<file path="src/rtl/pdh_pkg.sv">
// ============================================================================
// Module  : pdh_pkg
// Brief   : Shared DAC constants and slew-stage state encoding.
// Revision: 1.0 - initial release
// ============================================================================
`default_nettype none

package pdh_pkg;

    localparam int DAC_W = 14;
    localparam logic [DAC_W-1:0] DAC_MID = 14'd8191;

    typedef enum logic [1:0] {
        IDLE     = 2'd0,
        RAMP_IN  = 2'd1,
        TRACK    = 2'd2,
        RAMP_OUT = 2'd3
    } slew_state_e;

endpackage

`default_nettype wire

</file>
<file path="src/rtl/slew_tick_gen.sv">
// ============================================================================
// Module  : slew_tick_gen
// Brief   : Slew-rate divider; one tick every div+1 clocks, held off by clear.
// Revision: 1.0 - initial release
// ============================================================================
`default_nettype none

module slew_tick_gen #(
    parameter int DIV_W = 16
) (
    input  logic             clk,
    input  logic             rst_n,
    input  logic             clear,
    input  logic [DIV_W-1:0] div,
    output logic             tick
);

    logic [DIV_W-1:0] r_cnt;

    // Wrapping on >= keeps the counter bounded if div shrinks mid-count.
    always_ff @(posedge clk or negedge rst_n) begin
        if (!rst_n) begin
            r_cnt <= '0;
        end else if (clear || (r_cnt >= div)) begin
            r_cnt <= '0;
        end else begin
            r_cnt <= r_cnt + 1'b1;
        end
    end

    assign tick = !clear && (r_cnt == div);

endmodule

`default_nettype wire

</file>
<file path="src/rtl/dac_slew_stage.sv">
// ============================================================================
// Module  : dac_slew_stage
// Brief   : Clamps the PID word to rails and slew-limits the DAC code, with
//           smooth ramps in/out of lock. Define RAIL_CNT_EN for rail_cnt_o.
// Revision: 1.0 - initial release
// ============================================================================
`default_nettype none

module dac_slew_stage
    import pdh_pkg::*;
#(
    parameter int DAC_W  = pdh_pkg::DAC_W,
    parameter int STEP_W = 14,
    parameter int DIV_W  = 16
) (
    input  logic              clk,
    input  logic              rst_n,
    input  logic              enable_i,
    input  logic [DAC_W-1:0]  pid_i,
    input  logic [DAC_W-1:0]  lim_lo_i,
    input  logic [DAC_W-1:0]  lim_hi_i,
    input  logic [STEP_W-1:0] step_trk_i,
    input  logic [STEP_W-1:0] step_rmp_i,
    input  logic [DIV_W-1:0]  div_i,
    output logic [DAC_W-1:0]  dac_o,
    output logic [1:0]        state_o,
    output logic              slewing_o,
    output logic              at_rail_o
`ifdef RAIL_CNT_EN
    ,
    output logic [15:0]       rail_cnt_o
`endif
);

    localparam logic [DAC_W-1:0] c_mid = DAC_W'(DAC_MID);

    logic [DAC_W-1:0]  r_lo, r_hi, r_target, r_dac;
    logic [STEP_W-1:0] r_trk, r_rmp;
    logic [DIV_W-1:0]  r_div;
    slew_state_e       r_state;
    logic              r_slewing, r_at_rail;

    logic [DAC_W-1:0]  w_hi, w_clamp, w_target, w_step_d, w_dac_step, w_dac_next;
    logic [STEP_W-1:0] w_step_raw, w_step;
    logic signed [DAC_W:0] w_diff;
    logic [DAC_W:0]    w_mag;
    logic              w_clip, w_tick, w_clear;
    slew_state_e       w_eff, w_state_next;

    assign w_hi    = (r_lo > r_hi) ? r_lo : r_hi;
    assign w_clamp = (pid_i < r_lo) ? r_lo : ((pid_i > w_hi) ? w_hi : pid_i);
    assign w_clear = (r_state == IDLE);

    slew_tick_gen #(
        .DIV_W (DIV_W)
    ) u_tick (
        .clk   (clk),
        .rst_n (rst_n),
        .clear (w_clear),
        .div   (r_div),
        .tick  (w_tick)
    );

    // w_eff reflects enable_i immediately so a coincident tick already uses
    // the new state's target and step size.
    always_comb begin
        w_eff = r_state;
        case (r_state)
            IDLE:          if (enable_i)  w_eff = RAMP_IN;
            RAMP_IN,
            TRACK:         if (!enable_i) w_eff = RAMP_OUT;
            RAMP_OUT:      if (enable_i)  w_eff = RAMP_IN;
            default:       w_eff = r_state;
        endcase
    end

    always_comb begin
        w_target   = ((w_eff == RAMP_OUT) || (w_eff == IDLE)) ? c_mid : r_target;
        w_step_raw = (w_eff == TRACK) ? step_sel_trk() : r_rmp;
        w_step     = (w_step_raw == '0) ? STEP_W'(1) : w_step_raw;
        w_step_d   = DAC_W'(w_step);
        w_diff     = $signed({1'b0, w_target}) - $signed({1'b0, r_dac});
        w_mag      = w_diff[DAC_W] ? $unsigned(-w_diff) : $unsigned(w_diff);
        w_clip     = (w_mag > {1'b0, w_step_d});
        if (!w_clip) begin
            w_dac_step = w_target;
        end else if (w_diff[DAC_W]) begin
            w_dac_step = r_dac - w_step_d;
        end else begin
            w_dac_step = r_dac + w_step_d;
        end
        w_dac_next = w_tick ? w_dac_step : r_dac;

        w_state_next = w_eff;
        if (w_tick) begin
            if ((w_eff == RAMP_IN) && (w_dac_step == w_target)) begin
                w_state_next = TRACK;
            end else if ((w_eff == RAMP_OUT) && (w_dac_step == c_mid)) begin
                w_state_next = IDLE;
            end
        end
    end

    function automatic logic [STEP_W-1:0] step_sel_trk();
        return r_trk;
    endfunction

    always_ff @(posedge clk or negedge rst_n) begin
        if (!rst_n) begin
            r_lo      <= '0;
            r_hi      <= '0;
            r_trk     <= '0;
            r_rmp     <= '0;
            r_div     <= '0;
            r_target  <= c_mid;
            r_dac     <= c_mid;
            r_state   <= IDLE;
            r_slewing <= 1'b0;
            r_at_rail <= 1'b0;
        end else begin
            r_lo      <= lim_lo_i;
            r_hi      <= lim_hi_i;
            r_trk     <= step_trk_i;
            r_rmp     <= step_rmp_i;
            r_div     <= div_i;
            r_target  <= w_clamp;
            r_dac     <= w_dac_next;
            r_state   <= w_state_next;
            if (w_tick) begin
                r_slewing <= w_clip;
            end
            r_at_rail <= (w_state_next == TRACK) &&
                         ((w_dac_next == r_lo) || (w_dac_next == w_hi));
        end
    end

`ifdef RAIL_CNT_EN
    logic [15:0] r_rail_cnt;

    always_ff @(posedge clk or negedge rst_n) begin
        if (!rst_n) begin
            r_rail_cnt <= '0;
        end else if ((w_state_next == RAMP_IN) && (r_state != RAMP_IN)) begin
            r_rail_cnt <= '0;
        end else if ((r_state == TRACK) && (w_eff == TRACK) && w_tick &&
                     r_at_rail && (r_rail_cnt != 16'hFFFF)) begin
            r_rail_cnt <= r_rail_cnt + 16'd1;
        end
    end

    assign rail_cnt_o = r_rail_cnt;
`endif

    assign dac_o     = r_dac;
    assign state_o   = r_state;
    assign slewing_o = r_slewing;
    assign at_rail_o = r_at_rail;

endmodule

`default_nettype wire

</file>
<file path="config.mk">
export PLATFORM = sky130hd
export DESIGN_NAME = dac_slew_stage
export DESIGN_NICKNAME = d
export VERILOG_FILES = /design/src/rtl/pdh_pkg.sv /design/src/rtl/slew_tick_gen.sv /design/src/rtl/dac_slew_stage.sv
export SDC_FILE = /design/constraint.sdc
export NUM_CORES = 1
export LEC_CHECK = 0
export ABC_AREA = 1
export BUFFER_PORTS_ARGS = -buffer_cell sky130_fd_sc_hd__buf_2
export CAP_MARGIN = 0
export CORE_MARGIN = 2
export CORE_UTILIZATION = 39
export CTS_CLUSTER_SIZE = 12
export DETAILED_ROUTE_END_ITERATION = 6
export GPL_TIMING_DRIVEN = 0
export PLACE_DENSITY_LB_ADDON = 0.25
export SYNTH_ARGS = -nofsm -noshare
export SYNTH_HDL_FRONTEND = slang
export SYNTH_SLANG_ARGS = --single-unit
export TNS_END_PERCENT = 20
</file>
<file path="constraint.sdc">
create_clock -name clk -period 8.75 [get_ports clk]
set_input_delay 1.75 -clock clk [delete_from_list [all_inputs] [get_ports clk]]
set_output_delay 1.75 -clock clk [all_outputs]
set_load 0.02 [all_outputs]
</file>
Yosys cells after proc, flatten, opt, wreduce, memory -nomap -nowiden:

Cells that the tools add are included.

* flip-flop bits (word level): 120

* $add $sub $neg: 5
* $lt $le $gt $ge: 5
* mux-type cells: 17
* reduce and logical (&&, ||, !) cells: 13
* equal/unequal tests: 12

Operator list (number)
* $mux 14: 9
* $eq 14x14->1: 3
* $gt 14x14->1: 2
* $add 16x1->16 const B: 1
* $eq 16x16->1: 1
* $ge 16x16->1: 1
* $mux 16: 1
* $gt 15x14->1: 1
* $mux 15: 1
* $neg 15->15: 1
* $sub 14x14->15: 1
* $add 14x14->14: 1
* $eq 14x13->1 const B: 1
* $logic_not 14->1: 1
* $lt 14x14->1: 1
* $sub 14x14->14: 1
* $eq 2x2->1 const B: 5
* $mux 2: 5
* $eq 2x1->1 const B: 2
* $logic_and 1x1->1: 4
* $logic_not 2->1: 2
* $pmux 2 s2: 1
* $reduce_or 2->1: 2
* $logic_or 1x1->1: 3
* $logic_not 1->1: 1

Logic depth before layout (Yosys ltp):

* depth in word-level cells: 18
* depth in mapped cells: 49
* depth with buffers taken out: 47

By module:

From an unflattened synthesis, not the netlist that was laid out.

* cell total of the unflattened synthesis: 1407
* area total of the unflattened synthesis: 9791.9 µm²

Modules (own cells, without submodules)
* dac_slew_stage: cells each 1225, times used 1, sequential area each 2635.0 µm², area each 8433.1 µm²
* slew_tick_gen: cells each 182, times used 1, sequential area each 400.4 µm², area each 1358.8 µm²

Worst setup path after synthesis:

Ideal clock, no wire load.

* path kind: input port to flip-flop
* from: input port enable_i
* to: register r_at_rail, in the netlist at_rail_o
* slack: 2.208 ns
* cell stages on the path: 39
* buffers on the path: 3
* data arrival time: 6.479 ns
* library setup time: 0.063 ns
* data required time: 8.687 ns
* cell sequence: o21ai_0 > ha_1 > clkbuf_1 > nor2_1 > inv_1 > ha_1 > nand2_1 > inv_1 > a21oi_1 > inv_1 > a21oi_1 > nand2_1 > inv_2 > clkbuf_1 > o21ai_0 > xor2_1 > inv_1 > ha_1 > [3 not listed] > nand2_1 > nand2_1 > nand2_1 > nand2_1 > nand2_1 > buf_1 > nand3_1 > nand2_2 > nand2_2 > nand3_1 > nand2_1 > nor2_1 > nand2_1 > nor2_1 > nand2_1 > nand2_1 > nand2_1 > inv_1

* longest elaborated chain between the ends: 17
* elaborated cells between the ends (all ways): 33
* classes of those cells: 4 x add/sub; 1 x order compare; 8 x eq/ne; 13 x mux; 7 x reduce/logical

Ends and longest elaborated chain
* from (decl): line dac_slew_stage.sv:18 `input logic enable_i,`
* $mux 2, on equally long branches: line dac_slew_stage.sv:69, dac_slew_stage.sv:72, dac_slew_stage.sv:71
* $pmux 2 s2 (*): line dac_slew_stage.sv:68 `case (r_state)`
* $eq 2x2->1 / $logic_not 2->1 (equally long branches): line dac_slew_stage.sv:78, dac_slew_stage.sv:98
* $logic_or 1x1->1: line dac_slew_stage.sv:78 `w_target = ((w_eff == RAMP_OUT) || (w_eff == IDLE)) ? c_mid : r_target;`
* $mux 14: line dac_slew_stage.sv:78
* $sub 14x14->15: line dac_slew_stage.sv:82 `w_diff = $signed({1'b0, w_target}) - $signed({1'b0, r_dac});`
* $neg 15->15: line dac_slew_stage.sv:83 `w_mag = w_diff[DAC_W] ? $unsigned(-w_diff) : $unsigned(w_diff);`
* $mux 15: line dac_slew_stage.sv:83
* $gt 15x14->1: line dac_slew_stage.sv:84 `w_clip = (w_mag > {1'b0, w_step_d});`
* $mux 14: line dac_slew_stage.sv:85 `if (!w_clip) begin`
* $eq 14x13->1: line dac_slew_stage.sv:98 `end else if ((w_eff == RAMP_OUT) && (w_dac_step == c_mid)) begin`
* $logic_and 1x1->1: line dac_slew_stage.sv:98
* $mux 2: line dac_slew_stage.sv:98
* $mux 2: line dac_slew_stage.sv:96 `if ((w_eff == RAMP_IN) && (w_dac_step == w_target)) begin`
* $mux 2: line dac_slew_stage.sv:95 `if (w_tick) begin`
* $eq 2x2->1: line dac_slew_stage.sv:132 `r_at_rail <= (w_state_next == TRACK) &&`
* $logic_and 1x1->1 (*): line dac_slew_stage.sv:132
* to (signal assigned): line dac_slew_stage.sv:132
* to (decl): line dac_slew_stage.sv:41 `logic r_slewing, r_at_rail;`

Mark *: on every way between the ends. The rest lies on a longest branch, timed or not.
A chain may end at the register's enable or synchronous reset.

Final worst setup path:

* from: input port enable_i
* to: register r_at_rail, in the netlist at_rail_o

* elaborated cells between the ends (all ways): 33
* classes of those cells: 4 x add/sub; 1 x order compare; 8 x eq/ne; 13 x mux; 7 x reduce/logical

RTL lines
* $mux 2, on equally long branches: line dac_slew_stage.sv:69, dac_slew_stage.sv:72, dac_slew_stage.sv:71
* $pmux 2 s2 (*): line dac_slew_stage.sv:68
* $eq 2x2->1 / $logic_not 2->1 (equally long branches): line dac_slew_stage.sv:78
* $logic_or 1x1->1: line dac_slew_stage.sv:78
* $mux 14: line dac_slew_stage.sv:78
* $sub 14x14->15: line dac_slew_stage.sv:82
* $neg 15->15: line dac_slew_stage.sv:83
* $mux 15: line dac_slew_stage.sv:83
* $gt 15x14->1: line dac_slew_stage.sv:84
* $mux 14 (*): line dac_slew_stage.sv:85
* $mux 14 (*): line dac_slew_stage.sv:92 `w_dac_next = w_tick ? w_dac_step : r_dac;`
* net w_dac_next[0]: line dac_slew_stage.sv:43 `logic [DAC_W-1:0] w_hi, w_clamp, w_target, w_step_d, w_dac_step, w_dac_next;`
* $eq 14x14->1: line dac_slew_stage.sv:133 `((w_dac_next == r_lo) || (w_dac_next == w_hi));`
* $logic_or 1x1->1 (*): line dac_slew_stage.sv:133
* $logic_and 1x1->1 (*): line dac_slew_stage.sv:132

The timed path passes the listed nets; every way through them passes the cells marked *.

==> reports/results.tsv <==
stage	metric	value	unit
clocking	post-cts-setup-buffers	0	
clocking	cts_buffers	17	
clocking	cts_num_sinks	120	
setup_path	path_buf_inv	10	
setup_path	max_stage_delay	0.44	ns
place	place_hpwl	22500	µm
sta	finalHoldViolCount	0	
logic_synthesis	ys_seq_elements	120	
sta	setup_viol	0	
logic_synthesis	synth_area_leader_cell	dfrtp_1	
layout	antenna_cells	0	
floorplanning	start_util	39.7	%
clocking	cts_resized	0	
power	power.leakage	6.04	nW
drt	drt-initial-drc-count	491	
power	pwr-share-seq	32.2	%
power	switchingPower	0.691	mW
floorplanning	die_h	161	µm
global_routing	overflow	0	
logic_synthesis	ys_seq_area_share	31.6	%
floorplanning	design.die.area	0.0259	mm²
sta	period_share	88.7	%
logic_synthesis	syn-num-nets	1564	
logic_synthesis	muxShareOfSynthArea	0	%
logic_synthesis	ys_warn_count	0	
floorplanning	die_w	161	µm
setup_path	cp_top_family	simple AND/OR/NAND/NOR gates	
drt	wl	26800	µm
global_routing	globalRouteTotalUtil	21.3	%
power	p_sw_share	35.0	%
setup_path	path_max_fanout	10	
setup_path	cp_data_arrival_time	8.12	ns
global_routing	grt_max_degree	71	
layout	area_delta_synth_final	16.5	%
logic_synthesis	ys_types	46	
drt	viasPerCell	4.95	
clocking	clock_latency	0.42	ns
setup_path	slowest_stage	buf_1	
logic_synthesis	synthTopCellsByArea	dfrtp_1 24%, ha_1 14%, nand2_1 13%, inv_1 9.0%, dfstp_2 7.1%	
drt	drc	0	
power	p_int	1.28	mW
logic_synthesis	synth_compound_gate_area_share	10.4	%
floorplanning	coreArea	0.0242	mm²
place	port-buffer-count	106	
setup_path	crit-reg2reg-launch	state_o[0]$_DFF_PN0_	
logic_synthesis	synth_xor_area_share	3.36	%
clocking	hold_buffers	0	
sta	rsz0062_at_grt	false	
logic_synthesis	synth_edf_count	0	
floorplanning	ios	107	
sta	worst_pin_slew	1.27	ns
layout	drive_above_1_share	13.5	%
global_routing	grt_pass1_wl	43400	µm
setup_path	critPathLaunchType	input pin	
layout	n_fill_cell	2543	
layout	final_cell_mix	343 x nand2_1, 231 x inv_1, 135 x nand3_1	
power	clkPwrFrac	37.2	%
hold_path	hp-start	slewing_o$_DFFE_PN0P_	
logic_synthesis	synth-main-ff-cell	dfrtp_1	
place	gp_congestion	0.954	
sta	slew_headroom	14.3	%
drt	routed-via-count	9069	
global_routing	antenna_found_initial	1	
drt	dr.pass1.iters	5	
logic_synthesis	synthAdderAreaFrac	14.1	%
clocking	path_clk_slew	0.06	ns
power	worst_ir_drop_vdd	0.108	mV
clocking	htree_num_levels	4	
layout	regArea	0.00304	mm²
logic_synthesis	synth-async-reset-ratio	100	%
sta	skew	0.0108	ns
setup_path	critPathKind	in -> reg	
power	comb_power_share	30.6	%
power	power_density	176	mW/mm²
layout	multi_input_area	0.00557	mm²
floorplanning	rows	57	
logic_synthesis	syn_avg_cell_area	7.03	µm²
layout	fin_nets	1690	
status	outcome	complete, no violations	
layout	final_common_cell	nand2_1	
sta	final_max_slew_viol_count	0	
clocking	cts_tree	built	
sta	clock.fmax	0.129	GHz
run	drv_cap	0	
sta	tns	0	ns
drt	final_antenna_net_count	0	
hold_path	hold_class	reg -> reg	
power	power	1.97	mW
drt	routedWlPerCell	14.6	µm
setup_path	cp_common_cell	nand2_1	
logic_synthesis	synth_top_area_share	24.5	%
logic_synthesis	synthCells	1368	
logic_synthesis	yosys.area_share.simple	30.2	%
sta	min_period	7.76	ns
global_routing	grt_pass1_vias	8832	
logic_synthesis	synth_top_family_by_area	simple AND/OR/NAND/NOR gates	
setup_path	cp.required	9.11	ns
logic_synthesis	netlist_area	0.00962	mm²
setup_path	endpoint_kind	flip-flop	
clocking	cts_buffer_depth	2	
clocking	clockRootBuffer	clkbuf_16	
setup_path	crit_path_start	enable_i	
==> power by group through the flow <==
| stage | Clock, mW | Combinational [mW] | Sequential [mW] |
|---|---|---|---|
| floorplan | 0 | 0.437 | 0.636 |
| global route | 0.777 | 0.695 | 0.640 |
| finish | 0.735 | 0.603 | 0.635 |
| global placement | 0 | 0.586 | 0.643 |
| detailed placement | 0 | 0.598 | 0.644 |
| CTS | 0.753 | 0.603 | 0.635 |
==> routing by layer <==
layer	GRT usage [%]	vias to the layer above	share of wire (%)
met3	3.06	49	4.7
li1	-	4668	-
met5	0	-	0
met2	36.8	222	48
met1	26.7	4130	44
met4	8.89	0	3.3
==> logic make-up after synthesis <==
logic type,after synthesis
AND/OR/NAND/NOR,671
buffers and inverters,258
AO/OA/AOI/OAI,176
flip-flops,120
adder cells (fa/ha/maj),107
XOR/XNOR,36
==> tightest hold or removal path, delay by kind of cell (launching register included) <==
family | cells | cell delay (ns)
AOI/OAI and AO/OA | 1 | 0.06
DFF | 1 | 0.34
and+or+nand+nor | 1 | 0.05
==> cell type report <==
| class | count | share of cell area, % |
|---|---|---|
| Buffer | 26 | 1.23 |
| Clock buffer | 18 | 3.83 |
| Clock inverter | 14 | 1.69 |
| Inverter | 232 | 7.77 |
| Multi-Input combinational cell | 990 | 49.7 |
| Sequential cell | 120 | 27.1 |
| Tap cell | 324 | 3.62 |
| Timing Repair Buffer | 107 | 5.04 |
==> worst paths after layout <==
path	cells after the start	end	slack, ns
hold reg to reg	2	slewing_o$_DFFE_PN0P_	0.48
hold / removal	2	slewing_o$_DFFE_PN0P_	0.48
setup reg to reg	42	at_rail_o$_DFF_PN0_	1.84
setup / recovery	40	at_rail_o$_DFF_PN0_	0.99
max in group asynchronous	2	dac_o[12]$_DFF_PN1_	6.77
min in group asynchronous	1	r_hi[3]$_DFF_PN0_	1.26
==> sequential cells by signal, indices dropped and copies added (netlist names), 2 cells and up <==
signal	flops
dac_o	14
r_div	16
r_hi	14
r_lo	14
r_rmp	14
r_target	14
r_trk	14
state_o	2
u_tick.r_cnt	16
==> metrics by stage <==
| step | util (%) | hold WS, ns | instance area (µm²) | instances | setup WS, ns |
|---|---|---|---|---|---|
| floorplan | - | 0.454 | 9620 | 1368 | 2.21 |
| global placement | 43.5 | 0.474 | 10600 | 1798 | 0.623 |
| detailed placement | 43.7 | 0.482 | 10600 | 1799 | 0.613 |
| CTS | 46.2 | 0.498 | 11200 | 1831 | 1.03 |
| global route | 46.2 | 0.551 | 11200 | 1831 | 0.285 |
| finish | 46.2 | 0.484 | 11200 | 1831 | 0.987 |
==> cell usage after synthesis, types with 3 or more instances <==
cell / n
o21a_1: 3
clkbuf_1: 14
inv_1: 231
o21ai_0: 64
nand3_1: 135
a21oi_1: 73
dfstp_2: 26
nor3_1: 13
nand2_2: 11
a211oi_1: 14
o221ai_1: 4
o2111ai_1: 3
xnor2_1: 10
nand3_2: 5
nor2_1: 127
nand3b_1: 3
xor2_1: 25
ha_1: 105
nor3b_1: 10
o31ai_1: 3
nand2_1: 343
buf_2: 5
o21bai_1: 3
dfrtp_1: 94
nand4_1: 13
Note: power is estimated with default switching activity, not from simulation.
